$ cat src/rtl/shift_add_multiplier.sv
// ============================================================================
// Module      : shift_add_multiplier
// Description : Radix-2 sequential multiplier for MUL/MULH/MULHSU/MULHU,
//               one multiplier bit per cycle, fixed 33-edge latency.
// Revision    : 1.0 - initial release
// ============================================================================
`default_nettype none

module shift_add_multiplier #(
  parameter int XLEN = 32
) (
  input  logic            clk,
  input  logic            rst_n,
  input  logic [XLEN-1:0] a,
  input  logic [XLEN-1:0] b,
  input  logic [1:0]      op,
  input  logic            start,
  output logic            busy,
  output logic            done,
  output logic [XLEN-1:0] f
);

  localparam int          CW        = $clog2(XLEN) + 1;
  localparam logic [1:0]  S_IDLE    = 2'd0;
  localparam logic [1:0]  S_CALC    = 2'd1;
  localparam logic [1:0]  S_FIX     = 2'd2;
  localparam logic [1:0]  OP_MUL    = 2'd0;
  localparam logic [1:0]  OP_MULH   = 2'd1;
  localparam logic [1:0]  OP_MULHSU = 2'd2;

  logic [1:0]        r_state;
  logic [1:0]        w_state_nxt;
  logic [1:0]        r_op;
  logic              r_sign_a;
  logic              r_sign_b;
  logic [2*XLEN-1:0] r_mcand;
  logic [XLEN-1:0]   r_mplier;
  logic [2*XLEN-1:0] r_acc;
  logic [CW-1:0]     r_cnt;
  logic [XLEN-1:0]   r_f;
  logic              r_done;

  logic              w_sign_a;
  logic              w_sign_b;
  logic [XLEN-1:0]   w_mag_a;
  logic [XLEN-1:0]   w_mag_b;
  logic              w_last;
  logic [2*XLEN-1:0] w_acc_fix;

  assign w_sign_a  = a[XLEN-1] & ((op == OP_MULH) | (op == OP_MULHSU));
  assign w_sign_b  = b[XLEN-1] & (op == OP_MULH);
  // Negating the most negative value yields itself, which is its true magnitude unsigned.
  assign w_mag_a   = w_sign_a ? (~a + 1'b1) : a;
  assign w_mag_b   = w_sign_b ? (~b + 1'b1) : b;
  assign w_last    = (r_cnt == CW'(XLEN - 1));
  assign w_acc_fix = (r_sign_a ^ r_sign_b) ? (~r_acc + 1'b1) : r_acc;

  always_ff @(posedge clk or negedge rst_n) begin
    if (!rst_n) begin
      r_state <= S_IDLE;
    end else begin
      r_state <= w_state_nxt;
    end
  end

  always_comb begin
    w_state_nxt = S_IDLE;
    case (r_state)
      S_IDLE:  w_state_nxt = start ? S_CALC : S_IDLE;
      S_CALC:  w_state_nxt = w_last ? S_FIX : S_CALC;
      S_FIX:   w_state_nxt = S_IDLE;
      default: w_state_nxt = S_IDLE;
    endcase
  end

  always_comb begin
    busy = (r_state != S_IDLE);
  end

  always_ff @(posedge clk or negedge rst_n) begin
    if (!rst_n) begin
      r_op     <= 2'd0;
      r_sign_a <= 1'b0;
      r_sign_b <= 1'b0;
      r_mcand  <= '0;
      r_mplier <= '0;
      r_acc    <= '0;
      r_cnt    <= '0;
      r_f      <= '0;
      r_done   <= 1'b0;
    end else begin
      r_done <= 1'b0;
      case (r_state)
        S_IDLE: begin
          if (start) begin
            r_op     <= op;
            r_sign_a <= w_sign_a;
            r_sign_b <= w_sign_b;
            r_mcand  <= {{XLEN{1'b0}}, w_mag_a};
            r_mplier <= w_mag_b;
            r_acc    <= '0;
            r_cnt    <= '0;
          end
        end
        S_CALC: begin
          if (r_mplier[0]) begin
            r_acc <= r_acc + r_mcand;
          end
          r_mcand  <= r_mcand << 1;
          r_mplier <= r_mplier >> 1;
          r_cnt    <= r_cnt + 1'b1;
        end
        S_FIX: begin
          r_f    <= (r_op == OP_MUL) ? w_acc_fix[XLEN-1:0] : w_acc_fix[2*XLEN-1:XLEN];
          r_done <= 1'b1;
        end
        default: begin
          r_done <= 1'b0;
        end
      endcase
    end
  end

  assign f    = r_f;
  assign done = r_done;

endmodule

`default_nettype wire

$ cat config.mk
export PLATFORM = sky130hd
export DESIGN_NAME = shift_add_multiplier
export DESIGN_NICKNAME = d
export VERILOG_FILES = /design/src/rtl/shift_add_multiplier.sv
export SDC_FILE = /design/constraint.sdc
export NUM_CORES = 1
export LEC_CHECK = 0
export CORE_MARGIN = 2
export CORE_UTILIZATION = 45
export DETAILED_ROUTE_END_ITERATION = 12
export GPL_ROUTABILITY_DRIVEN = 0
export HOLD_SLACK_MARGIN = 0.12
export PLACE_DENSITY = 0.67
export SYNTH_ARGS = -nofsm -noshare
export SYNTH_HDL_FRONTEND = slang
export SYNTH_SLANG_ARGS = --single-unit
$ cat constraint.sdc
create_clock -name clk -period 7.9 [get_ports clk]
set_input_delay 2.37 -clock clk [delete_from_list [all_inputs] [get_ports clk]]
set_output_delay 2.37 -clock clk [all_outputs]
set_load 0.03 [all_outputs]
Word-level counts from Yosys, hierarchy flattened
Index checks and enable logic that the tools add are counted.
- output and inout port bits: 34
- word-level logic and storage cells: 53
- input port bits: 69
- register bits: 205
- reduce and logical (&&, ||, !) cells: 7
- $add $sub $neg: 5
- mux-type cells: 17
- bitwise logic cells: 7
- equal/unequal tests: 7
- operators by type and width (kind ; number):
    $mux 64 ; 4
    $pmux 64 s2 ; 2
    $mux 32 ; 4
    $add 32x1->32 const B ; 2
    $add 64x1->64 const B ; 1
    $add 64x64->64 ; 1
    $not 32->32 ; 2
    $not 64->64 ; 1
    $pmux 32 s2 ; 1
    $pmux 6 s2 ; 1
    $add 6x1->6 const B ; 1
    $eq 6x5->1 const B ; 1
    $mux 6 ; 1
    $eq 2x1->1 const B ; 2
    $eq 2x2->1 const B ; 2
    $logic_not 2->1 ; 2
    $ne 2x2->1 const B ; 2
    $pmux 2 s2 ; 1
    $reduce_and 2->1 ; 2
    $reduce_bool 2->1 ; 2
    $reduce_and 3->1 ; 1
    $and 1x1->1 ; 2
    $mux 1 ; 2
    $mux 2 ; 1
    other kinds (2) ; 2

Logic depth before layout (Yosys ltp)
Gate-level depths: netlist (run 1).
- word-level depth: 6
- mapped depth: 13
- mapped depth without buffers: 13

Worst setup path before layout (run 1)
No wires, ideal clock.
- path kind: input port to flip-flop
- start point: in b[4]
- end point: reg r_mplier[28]
- library setup time: 0.133 ns
- arrival time: 4.269 ns
- stages: 10
- setup slack: 3.498 ns
- data required time: 7.767 ns
- cells stage by stage: nor4_1 and2_1 nand2_1 nor4_1 and2_1 nand2_1 nor4_1 a21oi_1 xnor2_1 o21ai_0
- cells in the longest elaborated chain, start to end: 5
- ends and longest elaborated chain (item ; line ; source):
    start, declared ; 15 ; input logic [XLEN-1:0] b,
    $not 32->32 ; 54 ; assign w_mag_b = w_sign_b ? (~b + 1'b1) : b;
    $add 32x1->32 ; 54 ;
    $mux 32 ; 54 ;
    $mux 32 ; 95 ; if (start) begin
    $pmux 32 s2 ; 93 ; case (r_state)
    end signal, assigned ; 100 ; r_mplier <= w_mag_b;
    end signal, assigned ; 110 ; r_mplier <= r_mplier >> 1;
    end, declared ; 37 ; logic [XLEN-1:0] r_mplier;
Every way passes these cells. The select of a mux whose other input is x is not followed.
A chain may end at the register's enable or synchronous reset.

Worst setup path in the final report (run 1)
- start point: in b[2]
- end point: reg r_mplier[30]
The elaborated chain is that of the path after synthesis.

==> results of run 1 <==
==> worst max-delay path: stages <==
cell	delay, ps
sky130_fd_sc_hd__clkdlybuf4s50_1	490
sky130_fd_sc_hd__nor4_1	440
sky130_fd_sc_hd__and2_1	260
sky130_fd_sc_hd__nand2_1	90
sky130_fd_sc_hd__nor4_1	520
sky130_fd_sc_hd__and2_1	270
sky130_fd_sc_hd__nand2_1	80
sky130_fd_sc_hd__nor4_1	430
sky130_fd_sc_hd__a21oi_1	180
sky130_fd_sc_hd__xnor2_1	200
sky130_fd_sc_hd__o21ai_0	90
==> cells by family after synthesis <==
family | synth area share
compound gates | 0.258
xor+xnor | 0.106
fa+ha+maj | 0.0607
buf+inv | 0.0370
flops | 0.358
mux | 0.00140
simple gates | 0.180
==> flip-flops by register name, summed over array words and instances (netlist names), 2 cells and up <==
signal,count
f,32
r_op,2
r_cnt,6
r_acc,64
r_mplier,32
r_mcand,64
r_state,2
==> metrics by stage <==
step                cell area (sq um)  cells
global route                    16500   2215
floorplan                       14300   1755
detailed placement              15600   2171
CTS                             16500   2215
global placement                15600   2171
finish                          16500   2215
==> worst min-delay path by stage <==
| stage | endpoint | slack [ps] |
|---|---|---|
| after CTS | f[21] | 490 |
| final | f[26] | 480 |
| after floorplan | r_op[0] | 450 |
| after detailed placement | f[21] | 470 |
| after global routing | f[21] | 500 |
| after global placement | f[8] | 460 |
==> cell type report <==
cell class,instances,area (sq um)
Tap cell,402,503
Timing Repair Buffer,113,1120
Inverter,41,154
Multi-Input combinational cell,1410,8730
Clock buffer,34,729
Clock inverter,10,134
Sequential cell,205,5130
Fill cell,2928,15000
==> per-layer routing <==
layer	up-vias	part of all wire	routed length, um	global-route usage
met5	-	0	0	0
met2	407	0.44	17100	0.365
li1	6398	-	-	-
met4	0	0.026	1030	0.0642
met3	58	0.057	2240	0.0251
met1	6274	0.48	18900	0.346
==> synth_stat cells (3+ instances only) <==
| cell type | number |
|---|---|
| sky130_fd_sc_hd__dfrtp_1 | 205 |
| sky130_fd_sc_hd__a211oi_1 | 5 |
| sky130_fd_sc_hd__clkbuf_1 | 89 |
| sky130_fd_sc_hd__buf_1 | 6 |
| sky130_fd_sc_hd__a21boi_0 | 3 |
| sky130_fd_sc_hd__o21ai_1 | 6 |
| sky130_fd_sc_hd__nor4_1 | 19 |
| sky130_fd_sc_hd__nor2b_1 | 10 |
| sky130_fd_sc_hd__a22oi_1 | 62 |
| sky130_fd_sc_hd__nand4_1 | 29 |
| sky130_fd_sc_hd__a22o_1 | 5 |
| sky130_fd_sc_hd__and2_1 | 10 |
| sky130_fd_sc_hd__a21oi_1 | 131 |
| sky130_fd_sc_hd__or2_2 | 4 |
| sky130_fd_sc_hd__xnor2_1 | 101 |
| sky130_fd_sc_hd__nor2_1 | 87 |
| sky130_fd_sc_hd__a21o_1 | 26 |
| sky130_fd_sc_hd__nor4b_1 | 5 |
| sky130_fd_sc_hd__ha_1 | 68 |
| sky130_fd_sc_hd__nand2_1 | 264 |
| sky130_fd_sc_hd__nor3_1 | 26 |
| sky130_fd_sc_hd__or3_1 | 12 |
| sky130_fd_sc_hd__nand3b_1 | 3 |
| sky130_fd_sc_hd__o21bai_1 | 11 |
| sky130_fd_sc_hd__o211ai_1 | 7 |
| sky130_fd_sc_hd__nand3_1 | 21 |
| sky130_fd_sc_hd__o21ai_0 | 276 |
| sky130_fd_sc_hd__a221o_1 | 3 |
| sky130_fd_sc_hd__o31ai_1 | 23 |
| sky130_fd_sc_hd__o21a_1 | 9 |
| sky130_fd_sc_hd__or4_1 | 12 |
| sky130_fd_sc_hd__and3_1 | 11 |
| sky130_fd_sc_hd__xor2_1 | 72 |
| sky130_fd_sc_hd__a31oi_1 | 17 |
| sky130_fd_sc_hd__o41ai_1 | 9 |
| sky130_fd_sc_hd__buf_2 | 3 |
| sky130_fd_sc_hd__nor3b_1 | 3 |
| sky130_fd_sc_hd__inv_1 | 41 |
| sky130_fd_sc_hd__nand2b_1 | 15 |
==> power breakdown <==
part	switching [mW]	internal [mW]
logic	1.88	1.26
clock network	0.461	0.740
registers	0.469	1.39
total	2.81	3.38
==> metrics.log, run 1 <==
[metrics] Detailed Route Iter0 Violations: 1131
[metrics] via density per instance: 5.93
[metrics] most common cell after layout, fill and taps aside: sky130_fd_sc_hd__o21ai_0
[metrics] CTS HTree Levels: 1
[metrics] wire length of the first global-routing pass: 64700 um
[metrics] total count of hold-check failures in the final report: 0
[metrics] CTS Buf Count: 24
[metrics] Highest Clock Rate: 197 MHz
[metrics] hold buffer count at cts: 0
[metrics] leakage: 6.92 nW
[metrics] number of placed I/O pins: 103
[metrics] worst setup path start: b[2]
[metrics] worst ir drop on vdd: 0.218 mV
[metrics] All-Layer GR Usage: 0.235
[metrics] post-CTS setup-driven buffer insertion count: 0
[metrics] mean routed wirelength per cell: 17.7 um
[metrics] Worst Setup Start Kind: primary input
[metrics] Setup Viol. Count Final: 0
[metrics] endpoint required time on the critical path: 8260 ps
[metrics] final hold slack: 479 ps
[metrics] max-cap check violation count: 0
[metrics] starting utilization of the core area: 0.456
[metrics] post-synthesis sequential element count: 205
[metrics] Yosys top cell by area: sky130_fd_sc_hd__dfrtp_1
[metrics] syn_nets: 1893
[metrics] synthesis-to-layout area growth: 15.1%
[metrics] number of buffers between clock root and the deepest sink: 3
[metrics] Total Negative Setup Slacks: 0 ps
[metrics] number of flops mapped to enable cells by yosys: 0
[metrics] Cell Area, Synth: 0.0143 sq mm
[metrics] maximum fanout encountered on the critical timing path: 5
[metrics] CP Data Arrival Time: 5440 ps
[metrics] final total power: 6.20 mW
[metrics] top-area cell type share of the netlist area: 0.358
[metrics] Port Buffers: 102
[metrics] async set or reset register ratio after synthesis: 1.00
[metrics] Reg clk slew, reported paths: 60 ps
[metrics] Worst Hold Depth: 2
[metrics] actual slew at the worst max-slew pin: 1170 ps
[metrics] routed via count: 13137
[metrics] type of element capturing the critical path: register
[metrics] capture point of the worst path: r_mplier[30]
[metrics] unrepaired setup endpoints after global routing: false
[metrics] sequential fraction of the synthesis area: 0.358
[metrics] area enclosed by the die boundary: 0.0333 sq mm
[metrics] final worst clock skew: 8.60 ps
[metrics] count of nets after finishing: 1933
[metrics] HPWL after DPL: 29100 um
[metrics] cell row count: 65
[metrics] Reg2Reg Capture Point: r_acc[58]
[metrics] power density normalized to cell area: 375 mW/mm^2
[metrics] type of the worst min-delay path: register to register
[metrics] final worst-path cycle share: 0.643
[metrics] Diodes inserted: 0
[metrics] die height: 183 um
[metrics] Max transition margin: 0.222
[metrics] post-synthesis area per instance: 8.17 sq um
[metrics] worst reg2reg setup slack: 3930 ps
[metrics] synth unique cells: 76
[metrics] min setup slack post-route: 2820 ps
[metrics] sum of routed wire length over all layers: 39300 um
[metrics] CTS root buffer: sky130_fd_sc_hd__clkbuf_16
[metrics] share of post-route cells with drive strength above 1: 0.0458
[metrics] insertion delay of the later-clocked pin in the worst-skew pair: 530 ps
[metrics] most common flop cell mapped by yosys: sky130_fd_sc_hd__dfrtp_1
[metrics] Gate Count Post-Synth: 1755
[metrics] pre-CTS setup slack: 2350 ps
[metrics] vias in the first global route: 12465
[metrics] initial antenna violation count: 0
[metrics] most frequent cells in the layout: 276 x sky130_fd_sc_hd__o21ai_0, 263 x sky130_fd_sc_hd__nand2_1, 205 x sky130_fd_sc_hd__dfrtp_1
[metrics] Pre-antenna DRT Iters: 5
[metrics] count of yosys warnings during synthesis: 0
[metrics] WS Path Type: primary input to register
[metrics] clock net sink count: 205
[metrics] share of the core filled with cells: 0.524
[metrics] outcome: finished, final reports clean
[metrics] path depth of the worst reg2reg path: 13
[metrics] final critical-path required period: 5080 ps
[metrics] origin of the critical flop-to-flop path: r_mcand[0]
[metrics] overflow left after global routing: 0
[metrics] number of resized instances in the post-cts repair step: 0
[metrics] die boundary width: 183 um
[metrics] largest net degree at the start of global routing: 107
[metrics] origin of the worst min-delay path: f[26]
[metrics] pins over their slew limit: 0
[metrics] area of the core: 0.0315 sq mm
[metrics] remaining design rule violation count: 0
[metrics] number of antenna-violating nets in the routed design: 0
[metrics] clock tree from TritonCTS: built
[metrics] cell types occupying the most area after synthesis: sky130_fd_sc_hd__dfrtp_1 36%, sky130_fd_sc_hd__o21ai_0 9.6%, sky130_fd_sc_hd__nand2_1 6.9%, sky130_fd_sc_hd__xnor2_1 6.2%, sky130_fd_sc_hd__ha_1 5.9%
Note: power is estimated with default switching activity, not from simulation.
==> run 2: changes to the inputs <==
clock period = 5 ns   (was 7.9 ns; I/O delays follow)
==> metrics.log, run 2 (same netlist as run 1, synthesis figures left out) <==
[metrics] clock tree from TritonCTS: built
[metrics] largest net degree at the start of global routing: 99
[metrics] die height: 183 um
[metrics] count of nets after finishing: 1937
[metrics] Worst Setup Start Kind: register
[metrics] actual slew at the worst max-slew pin: 1220 ps
[metrics] Layout fillers: 2934
[metrics] outcome: finished, final reports clean
[metrics] cell row count: 65
[metrics] share of post-route cells with drive strength above 1: 0.0468
[metrics] cell type group with the largest total delay on the critical path: compound AO/OA/AOI/OAI gates
[metrics] initial antenna violation count: 0
[metrics] overflow left after global routing: 0
[metrics] most common cell after layout, fill and taps aside: sky130_fd_sc_hd__o21ai_0
[metrics] total count of hold-check failures in the final report: 0
[metrics] starting utilization of the core area: 0.456
[metrics] number of resized instances in the post-cts repair step: 0
[metrics] final critical-path required period: 3850 ps
[metrics] register cell area after layout: 0.00513 sq mm
[metrics] type of the worst min-delay path: register to register
[metrics] synthesis-to-layout area growth: 15.1%
[metrics] remaining design rule violation count: 0
[metrics] sum of routed wire length over all layers: 39100 um
[metrics] area of the multi-input gates: 0.00873 sq mm
[metrics] worst ir drop on vdd: 0.286 mV
[metrics] final worst-path cycle share: 0.771
[metrics] Setup Viol. Count Final: 0
[metrics] max-cap check violation count: 0
[metrics] Total Negative Setup Slacks: 0 ps
[metrics] clock net sink count: 205
[metrics] area enclosed by the die boundary: 0.0333 sq mm
[metrics] CP Data Arrival Time: 4240 ps
[metrics] maximum fanout encountered on the critical timing path: 7
[metrics] CTS Buf Count: 24
[metrics] post-CTS setup-driven buffer insertion count: 0
[metrics] leading registers by flop count: r_acc: 64 flops, r_mcand: 64 flops
[metrics] final total power: 9.74 mW
[metrics] WS Path Type: register to register
[metrics] most frequent cells in the layout: 276 x sky130_fd_sc_hd__o21ai_0, 263 x sky130_fd_sc_hd__nand2_1, 205 x sky130_fd_sc_hd__dfrtp_1
[metrics] number of antenna-violating nets in the routed design: 0
[metrics] slowest CP cell: sky130_fd_sc_hd__a311oi_1
[metrics] series of cell instances along the critical path: ha_1 > a21oi_1 > o211ai_1 > o21ai_0 > o311ai_2 > o31a_2 > a22o_1 > a311oi_1 > o31ai_1 > xnor2_1 > o21ai_1
[metrics] leakage: 6.93 nW
[metrics] pins over their slew limit: 0
[metrics] Diodes inserted: 0
[metrics] hold buffer count at cts: 0
[metrics] Max transition margin: 0.181
[metrics] power density normalized to cell area: 590 mW/mm^2
[metrics] CTS root buffer: sky130_fd_sc_hd__clkbuf_16
[metrics] unrepaired setup endpoints after global routing: false
[metrics] number of buffers between clock root and the deepest sink: 3
[metrics] routed via count: 13173
[metrics] number of placed instances with taps included: 2175
[metrics] Pre-antenna DRT Iters: 5
[metrics] CTS HTree Levels: 1
[metrics] combined buffer and inverter count along the critical path: 0
[metrics] type of element capturing the critical path: register
[metrics] area of the core: 0.0315 sq mm
[metrics] final worst clock skew: 10.3 ps
[metrics] Port Buffers: 102
[metrics] Detailed Route Iter0 Violations: 1098
[metrics] Cell Count, Final, Fillers Out: 2218
[metrics] Crit path largest cell delay: 610 ps
[metrics] die boundary width: 183 um
[metrics] wire length of the first global-routing pass: 64000 um
[metrics] mean routed wirelength per cell: 17.6 um
[metrics] All-Layer GR Usage: 0.232
[metrics] endpoint required time on the critical path: 5390 ps
[metrics] Reg clk slew, reported paths: 60 ps
[metrics] Highest Clock Rate: 259 MHz
[metrics] vias in the first global route: 12405
[metrics] HPWL after DPL: 29300 um
[metrics] number of placed I/O pins: 103
[metrics] via density per instance: 5.94
[metrics] insertion delay of the later-clocked pin in the worst-skew pair: 530 ps
==> run 2: changes by cell type in the layout (fill, tap and decap cells not counted) <==
cell,previous run,this run
sky130_fd_sc_hd__buf_12,1,2
sky130_fd_sc_hd__buf_4,10,13
sky130_fd_sc_hd__clkbuf_1,2,3
sky130_fd_sc_hd__clkbuf_8,8,4
sky130_fd_sc_hd__clkinv_2,4,6
==> run 2: report_power, final <==
part	internal (mW)	leakage [nW]	switching [mW]
clock	1.11	0.404	0.712
sequential	2.19	2.51	0.748
combinational	2.00	4.01	2.98
total	5.30	6.93	4.44
==> run 2: worst register-to-register path, cell delays in order, from the launching register on <==
cell                       delay (ps)
sky130_fd_sc_hd__dfrtp_1          480
sky130_fd_sc_hd__ha_1             430
sky130_fd_sc_hd__a21oi_1          300
sky130_fd_sc_hd__o211ai_1         130
sky130_fd_sc_hd__o21ai_0          380
sky130_fd_sc_hd__o311ai_2         280
sky130_fd_sc_hd__o31a_2           430
sky130_fd_sc_hd__a22o_1           260
sky130_fd_sc_hd__a311oi_1         620
sky130_fd_sc_hd__o31ai_1          190
sky130_fd_sc_hd__xnor2_1          170
sky130_fd_sc_hd__o21ai_1           70
==> run 2: routing by layer <==
metal	routed length [um]	vias up	part of all wire	GRT usage
met5	0	-	0	0
met4	1260	0	0.032	0.0735
met3	2410	74	0.062	0.0345
met2	16700	467	0.43	0.357
met1	18700	6202	0.48	0.337
li1	-	6430	-	-
==> run 2: final timing paths <==
| path | end | slack (ps) | cells after the start | start |
|---|---|---|---|---|
| worst min-delay path | f[18] | 480 | 2 | f[18] |
| min in group asynchronous | r_mcand[57] | 1050 | 1 | rst_n |
| worst min register to register | f[18] | 480 | 2 | f[18] |
| worst max-delay path | r_acc[60] | 1150 | 11 | r_acc[19] |
| max in group asynchronous | f[29] | 3080 | 2 | rst_n |
| worst max register to register | r_acc[60] | 1150 | 11 | r_acc[19] |
==> run 2: metrics by stage <==
stage / util / setup slack (ps) / area, sq um / hold slack, ps
2_1_floorplan: - / 1470 / 14300 / 447
3_3_place_gp: 0.498 / 777 / 15700 / 463
3_5_place_dp: 0.498 / 749 / 15700 / 469
4_1_cts: 0.524 / 1240 / 16500 / 483
5_1_grt: 0.524 / 912 / 16500 / 512
6_report: 0.524 / 1150 / 16500 / 477
==> run 2: cell type report <==
type,count,share of cell area
Tap cell,402,0.0305
Clock inverter,12,0.00872
Inverter,41,0.00932
Sequential cell,205,0.311
Timing Repair Buffer,117,0.0704
Clock buffer,31,0.0411
Multi-Input combinational cell,1410,0.529
==> run 3: changes to the inputs <==
clock period = 4 ns   (was 5 ns; I/O delays follow)
==> metrics.log, run 3 (same netlist as run 1, synthesis figures left out) <==
[metrics] outcome: finished, final reports clean
[metrics] Pre-antenna DRT Iters: 5
[metrics] met2 usage: 0.364
[metrics] CTS root buffer: sky130_fd_sc_hd__clkbuf_16
[metrics] worst ir drop on vdd: 0.430 mV
[metrics] WS Path Type: register to register
[metrics] number of buffers between clock root and the deepest sink: 3
[metrics] vias in the first global route: 12538
[metrics] wire length of the first global-routing pass: 65100 um
[metrics] pins over their slew limit: 0
[metrics] Max transition margin: 0.252
[metrics] Diodes inserted: 0
[metrics] Crit path largest cell delay: 490 ps
[metrics] insertion delay of the later-clocked pin in the worst-skew pair: 530 ps
[metrics] max-cap check violation count: 0
[metrics] CTS HTree Levels: 1
[metrics] Setup Viol. Count Final: 0
[metrics] combined buffer and inverter count along the critical path: 2
[metrics] final worst clock skew: 25.2 ps
[metrics] most frequent cells in the layout: 276 x sky130_fd_sc_hd__o21ai_0, 263 x sky130_fd_sc_hd__nand2_1, 205 x sky130_fd_sc_hd__dfrtp_1
[metrics] number of antenna-violating nets in the routed design: 0
[metrics] number of resized instances in the post-cts repair step: 0
[metrics] share of post-route cells with drive strength above 1: 0.0628
[metrics] leakage: 7.11 nW
[metrics] die boundary width: 183 um
[metrics] series of cell instances along the critical path: ha_1 > inv_1 > fa_1 > nor2b_1 > o31ai_1 > a221o_1 > o311ai_2 > o31a_2 > a22o_1 > a311oi_1 > buf_4 > o31ai_1 > xnor2_1 > o21ai_1
[metrics] remaining design rule violation count: 0
[metrics] hold buffer count at cts: 0
[metrics] type of element capturing the critical path: register
[metrics] Detailed Route Iter0 Violations: 984
[metrics] global routing met1 resource utilization: 0.347
[metrics] cell row count: 65
[metrics] clock net sink count: 205
[metrics] via density per instance: 5.88
[metrics] Worst Setup Start Kind: register
[metrics] global routing met3 resource utilization: 0.0277
[metrics] All-Layer GR Usage: 0.237
[metrics] HPWL after DPL: 30400 um
[metrics] CP Data Arrival Time: 4130 ps
[metrics] mean routed wirelength per cell: 17.5 um
[metrics] maximum fanout encountered on the critical timing path: 6
[metrics] sum of routed wire length over all layers: 39400 um
[metrics] synthesis-to-layout area growth: 17.1%
[metrics] starting utilization of the core area: 0.456
[metrics] count of nets after finishing: 1968
[metrics] area of the core: 0.0315 sq mm
[metrics] final hold slack: 476 ps
[metrics] unrepaired setup endpoints after global routing: false
[metrics] leading registers by flop count: r_acc: 64 flops, r_mcand: 64 flops
[metrics] die height: 183 um
[metrics] area enclosed by the die boundary: 0.0333 sq mm
[metrics] CTS Buf Count: 24
[metrics] Port Buffers: 102
[metrics] Layout fillers: 2977
[metrics] layer carrying the most global-route usage: met2
[metrics] number of placed I/O pins: 103
[metrics] overflow left after global routing: 0
[metrics] initial antenna violation count: 0
[metrics] Total Negative Setup Slacks: 0 ps
[metrics] final critical-path required period: 3720 ps
[metrics] type of the worst min-delay path: register to register
[metrics] Highest Clock Rate: 269 MHz
[metrics] share of the core filled with cells: 0.534
[metrics] Reg clk slew, reported paths: 60 ps
[metrics] total count of hold-check failures in the final report: 0
[metrics] power density normalized to cell area: 743 mW/mm^2
[metrics] most common cell after layout, fill and taps aside: sky130_fd_sc_hd__o21ai_0
[metrics] routed via count: 13218
[metrics] largest net degree at the start of global routing: 84
[metrics] cell type group with the largest total delay on the critical path: compound AO/OA/AOI/OAI gates
[metrics] endpoint required time on the critical path: 4410 ps
[metrics] actual slew at the worst max-slew pin: 1120 ps
[metrics] Crit path top cell by count: sky130_fd_sc_hd__o31ai_1
[metrics] area of the multi-input gates: 0.00873 sq mm
[metrics] slowest CP cell: sky130_fd_sc_hd__o311ai_2
[metrics] register cell area after layout: 0.00513 sq mm
[metrics] final worst-path cycle share: 0.931
[metrics] clock tree from TritonCTS: built
[metrics] post-CTS setup-driven buffer insertion count: 0
-- run 3: through the flow --
stage          instances  power, mW  setup WS [ps]  cell area (sq um)
2_1_floorplan       1755       8.06            714              14300
3_3_place_gp        2206       9.85            206              15900
3_5_place_dp        2206       9.96            148              15900
4_1_cts             2248       12.4            268              16800
5_1_grt             2248       13.4           51.7              16800
6_report            2248       12.5            276              16800
-- run 3: cell type report --
type	instances	area share
repair buffers	148	0.0831
clock inverters	10	0.0104
flip-flops and latches	205	0.305
well taps	402	0.0300
inverters	41	0.00916
clock buffers	32	0.0418
multi-input cells	1410	0.520
-- run 3: where the power goes --
group / internal (mW) / switching [mW] / total [mW] / leakage, nW
combinational: 2.62 / 3.84 / 6.46 / 4.16
sequential: 2.74 / 0.877 / 3.62 / 2.51
clock: 1.54 / 0.855 / 2.40 / 0.437
-- run 3: routing by layer --
layer	up-vias	routed length [um]
met5	-	0
met4	0	1390
met3	77	2330
met2	432	17000
met1	6246	18600
li1	6463	-
-- run 3: worst paths after layout --
kind | from | to | slack (ps) | cells past startpoint
min in group asynchronous | rst_n | r_mcand[54] | 680 | 1
min | f[11] | f[11] | 480 | 2
max reg2reg | r_acc[0] | r_acc[60] | 280 | 14
max | r_acc[0] | r_acc[60] | 280 | 14
min reg2reg | f[11] | f[11] | 480 | 2
max in group asynchronous | rst_n | r_mcand[2] | 2470 | 2
-- run 3: worst reg2reg max path: stages, from the launching register on --
cell,delay [ps]
sky130_fd_sc_hd__dfrtp_1,440
sky130_fd_sc_hd__ha_1,200
sky130_fd_sc_hd__inv_1,50
sky130_fd_sc_hd__fa_1,370
sky130_fd_sc_hd__nor2b_1,210
sky130_fd_sc_hd__o31ai_1,160
sky130_fd_sc_hd__a221o_1,360
sky130_fd_sc_hd__o311ai_2,490
sky130_fd_sc_hd__o31a_2,280
sky130_fd_sc_hd__a22o_1,210
sky130_fd_sc_hd__a311oi_1,110
sky130_fd_sc_hd__buf_4,160
sky130_fd_sc_hd__o31ai_1,320
sky130_fd_sc_hd__xnor2_1,170
sky130_fd_sc_hd__o21ai_1,70
